===== config.mk =====
export PLATFORM = sky130hd
export DESIGN_NAME = ram_arbiter_flat
export DESIGN_NICKNAME = d
export VERILOG_FILES = /design/src/rtl/ram_arbiter_if.sv /design/src/rtl/ram_arbiter.sv /design/src/flat_wrapper.sv
export SDC_FILE = /design/constraint.sdc
export NUM_CORES = 1
export LEC_CHECK = 0
export ABC_AREA = 1
export CELL_PAD_IN_SITES_DETAIL_PLACEMENT = 1
export CELL_PAD_IN_SITES_GLOBAL_PLACEMENT = 1
export CORE_AREA = 2 2 203 105
export DETAILED_ROUTE_END_ITERATION = 8
export DIE_AREA = 0 0 205 107
export PLACE_DENSITY = 0.77
export SKIP_LAST_GASP = 1
export SLEW_MARGIN = 20
export SYNTH_ARGS = -nofsm -noshare
export SYNTH_HDL_FRONTEND = slang
export SYNTH_SLANG_ARGS = --single-unit

===== constraint.sdc =====
create_clock -name clk -period 1.95 [get_ports clk]
set_input_delay 0.195 -clock clk [delete_from_list [all_inputs] [get_ports clk]]
set_output_delay 0.195 -clock clk [all_outputs]
set_load 0.005 [all_outputs]

===== src/rtl/ram_arbiter_if.sv =====
`timescale 1ns/1ps
// ram_arbiter_if
// Purpose: one master's request/response bundle toward the ram arbiter.
// Signals:
//   req       : access request (held until gnt)
//   we        : 1 = write, 0 = read
//   lock      : keep ownership after this transfer
//   data_type : access size/type forwarded to the ram
//   addr      : byte address
//   wdata     : write data
//   gnt       : transfer accepted this cycle
//   rvalid    : one-cycle pulse, rdata valid
//   rdata     : registered read data, held until the next read
// Modports: master (requester side), slave (arbiter side).
interface ram_arbiter_if;
    logic        req;
    logic        we;
    logic        lock;
    logic [1:0]  data_type;
    logic [31:0] addr;
    logic [31:0] wdata;
    logic        gnt;
    logic        rvalid;
    logic [31:0] rdata;

    modport master (
        output req, we, lock, data_type, addr, wdata,
        input  gnt, rvalid, rdata
    );

    modport slave (
        input  req, we, lock, data_type, addr, wdata,
        output gnt, rvalid, rdata
    );
endinterface


===== src/rtl/ram_arbiter.sv =====
`timescale 1ns/1ps
// ram_arbiter
// Purpose: shares one data ram between two masters (m0 = core load/store,
// m1 = loader/DMA/debug). One owner at a time; ties are broken by m0
// priority or round-robin, a tenure is bounded to MAX_HOLD transfers while
// the other master waits, and lock keeps ownership for atomic sequences.
// Ports:
//   clk, reset     : clock (rising edge), asynchronous active-high reset
//   m0, m1         : master bundles (ram_arbiter_if.slave)
//   ram_write/read : ram strobes, only during an accepted transfer
//   ram_data_type, ram_address, ram_data_out : ram command from the owner
//   ram_data_in    : ram read data, valid in the same cycle as ram_read
module ram_arbiter #(
    parameter bit PRIORITY_M0 = 1'b0,
    parameter int MAX_HOLD    = 8
) (
    input  logic                clk,
    input  logic                reset,
    ram_arbiter_if.slave        m0,
    ram_arbiter_if.slave        m1,
    output logic                ram_write,
    output logic                ram_read,
    output logic [1:0]          ram_data_type,
    output logic [31:0]         ram_address,
    output logic [31:0]         ram_data_out,
    input  logic [31:0]         ram_data_in
);
    localparam int             CW       = $clog2(MAX_HOLD + 1);
    localparam logic [CW-1:0]  HOLD_SAT = CW'(MAX_HOLD);

    typedef enum logic [1:0] {IDLE, OWN0, OWN1} state_t;

    state_t         r_state;
    state_t         w_state_next;
    logic           r_last;
    logic           w_last_next;
    logic [CW-1:0]  r_hold_cnt;
    logic [CW-1:0]  w_hold_cnt_next;
    logic           r_rvalid0;
    logic           r_rvalid1;
    logic [31:0]    r_rdata0;
    logic [31:0]    r_rdata1;
    logic           w_gnt0;
    logic           w_gnt1;
    logic           w_hold_ok;

    assign w_gnt0 = (r_state == OWN0) && m0.req;
    assign w_gnt1 = (r_state == OWN1) && m1.req;

    // True while one more transfer still fits in the current tenure.
    assign w_hold_ok = (int'(r_hold_cnt) + 1) < MAX_HOLD;

    assign m0.gnt    = w_gnt0;
    assign m1.gnt    = w_gnt1;
    assign m0.rvalid = r_rvalid0;
    assign m1.rvalid = r_rvalid1;
    assign m0.rdata  = r_rdata0;
    assign m1.rdata  = r_rdata1;

    // State, last-owner and tenure counter registers.
    always_ff @(posedge clk or posedge reset) begin
        if (reset) begin
            r_state    <= IDLE;
            r_last     <= 1'b1;
            r_hold_cnt <= '0;
        end else begin
            r_state    <= w_state_next;
            r_last     <= w_last_next;
            r_hold_cnt <= w_hold_cnt_next;
        end
    end

    // Next-state, last-owner and tenure counter logic.
    always_comb begin
        w_state_next    = r_state;
        w_last_next     = r_last;
        w_hold_cnt_next = r_hold_cnt;
        case (r_state)
            IDLE: begin
                if (m0.req && m1.req) begin
                    // Round-robin favours whichever master did not own last.
                    w_state_next = (PRIORITY_M0 || r_last) ? OWN0 : OWN1;
                end else if (m0.req) begin
                    w_state_next = OWN0;
                end else if (m1.req) begin
                    w_state_next = OWN1;
                end
            end
            OWN0: begin
                if (m0.lock) begin
                    w_state_next = OWN0;
                end else if (m0.req && (!m1.req || w_hold_ok)) begin
                    w_state_next = OWN0;
                end else if (m1.req) begin
                    w_state_next = OWN1;
                end else begin
                    w_state_next = IDLE;
                end
                if (w_state_next != OWN0) begin
                    w_last_next = 1'b0;
                end
            end
            OWN1: begin
                if (m1.lock) begin
                    w_state_next = OWN1;
                end else if (m1.req && (!m0.req || w_hold_ok)) begin
                    w_state_next = OWN1;
                end else if (m0.req) begin
                    w_state_next = OWN0;
                end else begin
                    w_state_next = IDLE;
                end
                if (w_state_next != OWN1) begin
                    w_last_next = 1'b1;
                end
            end
            default: begin
                w_state_next = IDLE;
            end
        endcase

        // A new tenure starts from zero; within a tenure count accepted
        // transfers, saturating so a long locked sequence cannot wrap.
        if (w_state_next != r_state) begin
            w_hold_cnt_next = '0;
        end else if ((w_gnt0 || w_gnt1) && (r_hold_cnt != HOLD_SAT)) begin
            w_hold_cnt_next = r_hold_cnt + 1'b1;
        end
    end

    // RAM command mux: the owner's fields drive the ram, strobes only on grant.
    always_comb begin
        ram_write     = 1'b0;
        ram_read      = 1'b0;
        ram_data_type = 2'b00;
        ram_address   = 32'd0;
        ram_data_out  = 32'd0;
        case (r_state)
            OWN0: begin
                ram_write     = w_gnt0 && m0.we;
                ram_read      = w_gnt0 && !m0.we;
                ram_data_type = m0.data_type;
                ram_address   = m0.addr;
                ram_data_out  = m0.wdata;
            end
            OWN1: begin
                ram_write     = w_gnt1 && m1.we;
                ram_read      = w_gnt1 && !m1.we;
                ram_data_type = m1.data_type;
                ram_address   = m1.addr;
                ram_data_out  = m1.wdata;
            end
            default: begin
                ram_write = 1'b0;
            end
        endcase
    end

    // Read return: capture ram data on an accepted read, pulse rvalid next cycle.
    always_ff @(posedge clk or posedge reset) begin
        if (reset) begin
            r_rvalid0 <= 1'b0;
            r_rvalid1 <= 1'b0;
            r_rdata0  <= 32'd0;
            r_rdata1  <= 32'd0;
        end else begin
            r_rvalid0 <= w_gnt0 && !m0.we;
            r_rvalid1 <= w_gnt1 && !m1.we;
            if (w_gnt0 && !m0.we) begin
                r_rdata0 <= ram_data_in;
            end
            if (w_gnt1 && !m1.we) begin
                r_rdata1 <= ram_data_in;
            end
        end
    end
endmodule


===== src/flat_wrapper.sv =====
// flat-port wrapper written by rule: the top's interface ports become plain ports
module ram_arbiter_flat 
#(
    parameter bit PRIORITY_M0 = 1'b0,
    parameter int MAX_HOLD    = 8
)
  (clk, reset, ram_write, ram_read, ram_data_type, ram_address, ram_data_out, ram_data_in, m0_req, m0_we, m0_lock, m0_data_type, m0_addr, m0_wdata, m0_gnt, m0_rvalid, m0_rdata, m1_req, m1_we, m1_lock, m1_data_type, m1_addr, m1_wdata, m1_gnt, m1_rvalid, m1_rdata);
  ram_arbiter_if m0_i ();
  ram_arbiter_if m1_i ();
  input  logic clk;
  input  logic reset;
  output logic ram_write;
  output logic ram_read;
  output logic [1:0] ram_data_type;
  output logic [31:0] ram_address;
  output logic [31:0] ram_data_out;
  input  logic [31:0] ram_data_in;
  input wire logic [$bits(m0_i.req)-1:0] m0_req;
  input wire logic [$bits(m0_i.we)-1:0] m0_we;
  input wire logic [$bits(m0_i.lock)-1:0] m0_lock;
  input wire logic [$bits(m0_i.data_type)-1:0] m0_data_type;
  input wire logic [$bits(m0_i.addr)-1:0] m0_addr;
  input wire logic [$bits(m0_i.wdata)-1:0] m0_wdata;
  output wire logic [$bits(m0_i.gnt)-1:0] m0_gnt;
  output wire logic [$bits(m0_i.rvalid)-1:0] m0_rvalid;
  output wire logic [$bits(m0_i.rdata)-1:0] m0_rdata;
  input wire logic [$bits(m1_i.req)-1:0] m1_req;
  input wire logic [$bits(m1_i.we)-1:0] m1_we;
  input wire logic [$bits(m1_i.lock)-1:0] m1_lock;
  input wire logic [$bits(m1_i.data_type)-1:0] m1_data_type;
  input wire logic [$bits(m1_i.addr)-1:0] m1_addr;
  input wire logic [$bits(m1_i.wdata)-1:0] m1_wdata;
  output wire logic [$bits(m1_i.gnt)-1:0] m1_gnt;
  output wire logic [$bits(m1_i.rvalid)-1:0] m1_rvalid;
  output wire logic [$bits(m1_i.rdata)-1:0] m1_rdata;
  assign m0_i.req = m0_req;
  assign m0_i.we = m0_we;
  assign m0_i.lock = m0_lock;
  assign m0_i.data_type = m0_data_type;
  assign m0_i.addr = m0_addr;
  assign m0_i.wdata = m0_wdata;
  assign m0_gnt = m0_i.gnt;
  assign m0_rvalid = m0_i.rvalid;
  assign m0_rdata = m0_i.rdata;
  assign m1_i.req = m1_req;
  assign m1_i.we = m1_we;
  assign m1_i.lock = m1_lock;
  assign m1_i.data_type = m1_data_type;
  assign m1_i.addr = m1_addr;
  assign m1_i.wdata = m1_wdata;
  assign m1_gnt = m1_i.gnt;
  assign m1_rvalid = m1_i.rvalid;
  assign m1_rdata = m1_i.rdata;
  ram_arbiter #(.PRIORITY_M0(PRIORITY_M0), .MAX_HOLD(MAX_HOLD)) u_core (.clk(clk), .reset(reset), .m0(m0_i), .m1(m1_i), .ram_write(ram_write), .ram_read(ram_read), .ram_data_type(ram_data_type), .ram_address(ram_address), .ram_data_out(ram_data_out), .ram_data_in(ram_data_in));
endmodule

# After elaboration in Yosys (flattened, before gate mapping)

Cells that the tools add are included.

Order comparisons: 1
Add/subtract/negate cells: 2
Muxes and demuxes: 23
Eq/ne operators: 8
Reduce and logical (&&, ||, !) cells: 21

Operators with widths:

| cell                                                | number |
|---|---|
| case mux 32 bit (2 select lines)                    | 2 |
| < comparator 32 x 5 -> 1 bit, second input constant | 1 |
| two-way mux 2 bit                                   | 11 |
| logical AND 1 bit                                   | 10 |
| two-way mux 4 bit                                   | 2 |
| != test 2 bit, second input constant                | 3 |
| case mux 1 bit (2 select lines)                     | 3 |
| case mux 2 bit (3 select lines)                     | 1 |
| adder 4 x 1 -> 5 bit, second input constant         | 1 |
| adder 4 x 1 -> 4 bit, second input constant         | 1 |
| zero test 1 bit                                     | 4 |
| != test 4 bit, second input constant                | 1 |
| case mux 2 bit (2 select lines)                     | 1 |
| nonzero test 2 bit                                  | 2 |
| logical OR 1 bit                                    | 3 |
| two-way mux 1 bit                                   | 3 |
| AND reduction 3 bit                                 | 1 |
| equality test 2 x 1 -> 1 bit, second input constant | 1 |
| equality test 2 bit, second input constant          | 1 |
| zero test 2 bit                                     | 1 |
| != test 2 x 1 -> 1 bit, second input constant       | 1 |
| != test 2 bit                                       | 1 |

Bits in registers: 73
Output and inout port bits: 136
Logic and storage cells: 62

# Longest topological paths before layout

Word-level depth: 10
Mapped depth: 14
Depth with buffers taken out: 14

# Worst setup path after synthesis

OpenSTA, ideal clock, no wires.

Path type: reg-to-output
Start: reg u_core.r_state[0]
End: out ram_address[13]
Path buffers: 2
Path slack: 0.286 ns
Cell stages (with the launch flop): 7
Data arrival time: 1.469 ns
Data required time: 1.755 ns
Cells stage by stage: dfrtp_1 -> inv_1 -> ha_1 -> inv_2 -> clkbuf_1 -> buf_1 -> a21oi_1

Cells in the longest elaborated chain, start to end: 2
Elaborated cells between the ends (all ways): 3

Ends and longest elaborated chain:

| item                                                                       | RTL line           | source |
|---|---|---|
| start: declaration                                                         | ram_arbiter.sv:33  | `state_t r_state;` |
| start signal: assignment                                                   | ram_arbiter.sv:67  | `r_state <= w_state_next;` |
| equality test 2 bit / equality test 2 x 1 -> 1 bit (equally long branches) | ram_arbiter.sv:138 | `case (r_state)` |
| case mux 32 bit (2 select lines) *                                         | ram_arbiter.sv:138 |  |
| end: declaration                                                           | flat_wrapper.sv:15 | `output logic [31:0] ram_address;` |

Every way passes the cells marked *; elsewhere a longest branch is shown, timed or not.

# Worst setup path after layout

Start: reg u_core.r_state[0]
End: out ram_data_out[8]

Cells in the longest elaborated chain, start to end: 2
Elaborated cells between the ends (all ways): 3

Ends and longest elaborated chain:

| item                                                                       | RTL line           | source |
|---|---|---|
| equality test 2 bit / equality test 2 x 1 -> 1 bit (equally long branches) | ram_arbiter.sv:138 |  |
| case mux 32 bit (2 select lines) *                                         | ram_arbiter.sv:138 |  |
| end: declaration                                                           | flat_wrapper.sv:16 | `output logic [31:0] ram_data_out;` |

Marks and branches as above.

==> run summary <==
Setup violations remaining at the end of the flow were counted as 27. The reported max-cap violation count came out at 0. The total global-route track usage is 0.180. The highest routed metal layer is met4. The cell count of the worst reg-to-reg path came out at 14. The post-route core utilization came out at 0.434.

Summing over every cut layer, the via total after detailed routing is 5095. The post-layout net count came out at approximately 1100. The sequential area share after synthesis came out at 0.461. The fraction of layout cells with a size suffix above 1 is 0.291. By area the synthesized netlist is led by sky130_fd_sc_hd__dfrtp_1 45%, sky130_fd_sc_hd__nand2_1 21%, sky130_fd_sc_hd__a21oi_1 8.6%.

The highest achievable clock rate came out at approximately 500 MHz. The detailed route wirelength on metal2 came out at approximately 9.4 mm. The congestion estimate from routability-driven global placement came to about 0.77.

The global-route wire length before repair came out at 29.8 mm. The root cell of the clock tree is sky130_fd_sc_hd__clkbuf_16. The count of input and output buffers came out at just over 300. In the routed layout, each cell is associated on average with a via count of between 4 and 5. The sum of routed wire length over all layers is between 20 and 25 mm. The average wire per cell in the routed design is between 15 and 20 um. The sum of net half-perimeters after detailed placement is 14.6 mm.

Synthesis produced a netlist with a net count of approximately 730. The mean area per synthesized cell is roughly 7 um2. The number of hold violations in the final report came out at 0.

The final reports fail on negative setup slack. The count of distinct cell types in the synthesized netlist came out at 23. The die covers about 22000 um2. The routed metal-1 wirelength came out at about 10 mm. Yosys printed 0 warnings. The detailed router finished its first iteration with approximately 210 violations. The worst-skew pair later-pin latency is between 0.3 and 0.4 ns.

The met3 layer wire length in the routed design is 1.43 mm. The arrival time at the worst endpoint came out at roughly 1.8 ns. TritonCTS built the clock tree. The number of antenna diodes is 0.

The worst setup path is launched from a flip-flop. STA puts the critical path data required time at between 1.5 and 2 ns. The growth of design area from synthesis to finish came out at 121%. For this design the top-level I/O count stands at slightly above 300. The number of CTS-inserted buffers is 9. The post-route worst setup slack came out at -0.0672 ns. The clock transition time at the flip-flop clock pins of the worst setup and hold paths came out at roughly 0.060 ns. The max-slew violation count came out at 0. The number of antenna violations at the first check in global routing is 0. The via count of the first global-routing pass came to 5329. No sink is reached through more buffers than the 2 on the longest clock path.

The effective utilization at floorplan came out at 0.196. Power comes to roughly 13 mW. The worst-case IR drop observed on VDD is between 0.5 and 0.6 mV.

The number of design rule violations left after detail routing is 0. Summed over all instances, the cell type with the most area after synthesis is sky130_fd_sc_hd__dfrtp_1. Measured against its own limit, the worst slew margin works out to 0.613. The worst setup path is captured at a primary output. The die is 107 um tall. In this run the worst path has a maximum fanout of 14. The standby leakage power is 4.03 nW. The time the worst path needs with I/O delays and setup is around 2.0 ns. The cell count after synthesis came out at approximately 550.

The slew at the pin closest to its max-slew limit is between 0.5 and 0.6 ns. The worst hold path belongs to the class input pin to asynchronous set/reset pin. Setup repair after global routing could not meet its margin everywhere. Entering global routing, the biggest net connects 63 pins. After filler insertion, the fill cell instance count of the layout stands at 2417. The floorplan core area is between 20000 and 25000 um2. The total number of H-tree levels came out at 3. The number of placement rows is 37.

In this run the power density over the cells is about 1500 nW/um2. The critical path is of the flip-flop to primary output type. The die outline width came out at 205 um. The share of the cycle needed by the critical path after routing came out at 1.03. The largest clock skew in the final design came out at slightly below 0.01 ns. The total overflow reported by the global router came out at 0. The area of the mapped netlist is 3960 um2. The number of register bits inferred by synthesis is 73. The clock net in this run drives a total of 73 sinks.

The first-pass detailed-route iteration total is 4. The flow ran to the end, but the final reports show violations. The detail route stage leaves a number of antenna-violating nets equal to 0. The top-area cell type share of the netlist area came out at 0.455.
-- synth_stat cells --
master,count
sky130_fd_sc_hd__xor2_1,2
sky130_fd_sc_hd__o211ai_1,2
sky130_fd_sc_hd__nand3_1,6
sky130_fd_sc_hd__nand3b_1,1
sky130_fd_sc_hd__nor2_1,3
sky130_fd_sc_hd__buf_2,9
sky130_fd_sc_hd__a21oi_1,68
sky130_fd_sc_hd__inv_2,3
sky130_fd_sc_hd__ha_1,6
sky130_fd_sc_hd__buf_6,2
sky130_fd_sc_hd__dfstp_2,1
sky130_fd_sc_hd__nor2_2,4
sky130_fd_sc_hd__dfrtp_1,72
sky130_fd_sc_hd__o21ai_0,62
sky130_fd_sc_hd__nand2_2,6
sky130_fd_sc_hd__nand2_4,1
sky130_fd_sc_hd__clkbuf_1,24
sky130_fd_sc_hd__buf_1,2
sky130_fd_sc_hd__o21ai_1,6
sky130_fd_sc_hd__nand3_2,3
sky130_fd_sc_hd__nand2_1,220
sky130_fd_sc_hd__nand4_1,1
sky130_fd_sc_hd__inv_1,49
-- final timing paths --
check,from,end,slack [ns]
hold reg to reg,u_core.m1.rdata[15],u_core.m1.rdata[15],0.48
setup reg to reg,u_core.r_state[1],u_core.r_hold_cnt[1],0.09
min in group clk,ram_data_in[13],u_core.m0.rdata[13],0.43
hold / removal,reset,u_core.m0.rdata[30],0.29
setup / recovery,u_core.r_state[0],ram_data_out[8],-0.07
max in group asynchronous,reset,u_core.m1.rdata[29],1.10
-- where the power goes --
part / internal, mW / switching (mW)
clock network: 1.15 / 0.633
logic: 4.70 / 3.85
registers: 2.21 / 0.412
total: 8.05 / 4.89
-- layout make-up --
class	instances	area [um2]	area share
clock inverter	5	80.1	0.00914
timing repair buffer	404	3980	0.454
sequential	73	1830	0.209
tap	273	342	0.0390
clock buffer	10	239	0.0273
multi-input combinational	391	2080	0.238
inverter	52	206	0.0236
-- sequential cells by signal (all words and copies together) (netlist names) --
register / flops
u_core.r_state: 2
u_core.r_last: 1
u_core.m0.rdata: 32
u_core.m1.rvalid: 1
u_core.r_hold_cnt: 4
u_core.m1.rdata: 32
u_core.m0.rvalid: 1
-- routing by layer --
metal  global-route usage  vias to the layer above
li1                     -                     2498
met1                0.252                     2440
met2                0.275                      147
met3               0.0556                       10
met4               0.0257                        0
met5                    0                        -
-- critical path: stages, from the launching register on --
cell                      delay (ns)
sky130_fd_sc_hd__dfrtp_1        0.39
sky130_fd_sc_hd__inv_2          0.08
sky130_fd_sc_hd__buf_4          0.14
sky130_fd_sc_hd__ha_4           0.29
sky130_fd_sc_hd__inv_8          0.07
sky130_fd_sc_hd__buf_16         0.16
sky130_fd_sc_hd__buf_4          0.15
sky130_fd_sc_hd__a21oi_1        0.10
sky130_fd_sc_hd__buf_2          0.12
-- placed cells by master (no fill, tap or decap) --
cell                                n
sky130_fd_sc_hd__buf_8              5
sky130_fd_sc_hd__a21oi_1           31
sky130_fd_sc_hd__dfstp_2            1
sky130_fd_sc_hd__nand3_2            3
sky130_fd_sc_hd__buf_4             50
sky130_fd_sc_hd__bufinv_16          2
sky130_fd_sc_hd__clkbuf_8           1
sky130_fd_sc_hd__ha_1               3
sky130_fd_sc_hd__inv_2              5
sky130_fd_sc_hd__o211ai_1           2
sky130_fd_sc_hd__nand3b_1           1
sky130_fd_sc_hd__a21oi_2           35
sky130_fd_sc_hd__o21ai_1            6
sky130_fd_sc_hd__nand3_1            6
sky130_fd_sc_hd__buf_12            18
sky130_fd_sc_hd__a21oi_4            2
sky130_fd_sc_hd__o21ai_0           62
sky130_fd_sc_hd__clkdlybuf4s50_1  237
sky130_fd_sc_hd__inv_1             45
sky130_fd_sc_hd__nor2_4             1
sky130_fd_sc_hd__clkinv_2           1
sky130_fd_sc_hd__xor2_1             2
sky130_fd_sc_hd__buf_6             15
sky130_fd_sc_hd__nand2_4            8
sky130_fd_sc_hd__dfrtp_1           72
sky130_fd_sc_hd__dlygate4sd2_1      3
sky130_fd_sc_hd__nor2_2             5
sky130_fd_sc_hd__nand2_1          190
sky130_fd_sc_hd__nand4_1            1
sky130_fd_sc_hd__clkbuf_2           7
sky130_fd_sc_hd__ha_4               3
sky130_fd_sc_hd__nor2_1             1
sky130_fd_sc_hd__clkinvlp_4         3
sky130_fd_sc_hd__buf_2             58
sky130_fd_sc_hd__inv_8              1
sky130_fd_sc_hd__buf_16             6
sky130_fd_sc_hd__nand2_2           29
sky130_fd_sc_hd__dlymetal6s2s_1     1
sky130_fd_sc_hd__clkbuf_16         13
-- per-stage QoR --
step                std cells  worst slack [ns]  setup TNS, ns  hold WS (ns)  instance area [um2]
finish                   1208           -0.0672         -0.885         0.291                 8760
global route             1208            -0.158          -4.29         0.314                 8760
CTS                      1191            -0.230          -4.47         0.304                 8350
detailed placement       1146            -0.129          -4.13         0.472                 7730
global placement         1146            -0.133          -2.18         0.465                 7730
floorplan                 553             0.286              0         0.273                 3970
-- timing repair --
item	in CTS	in global routing
pin swaps	15	19
endpoints found under the hold margin	0	0
endpoints found under the setup margin	70	67
setup buffers	23	19
gates resized for setup	219	170
gates cloned	7	5
hold buffers	0	0
-- kinds of logic (layout without fill, tap and decap cells) --
| family | after synthesis | count (layout) | share of synthesized area |
|---|---|---|---|
| and+or+nand+nor | 245 | 245 | 0.249 |
| buffers and inverters | 89 | 471 | 0.0910 |
| xor gates and xnor gates | 2 | 2 | 0.00442 |
| AOI/OAI and AO/OA | 138 | 138 | 0.176 |
| DFF | 73 | 73 | 0.461 |
| adders and majority gates | 6 | 6 | 0.0190 |
(Power assumes the default switching activity.)
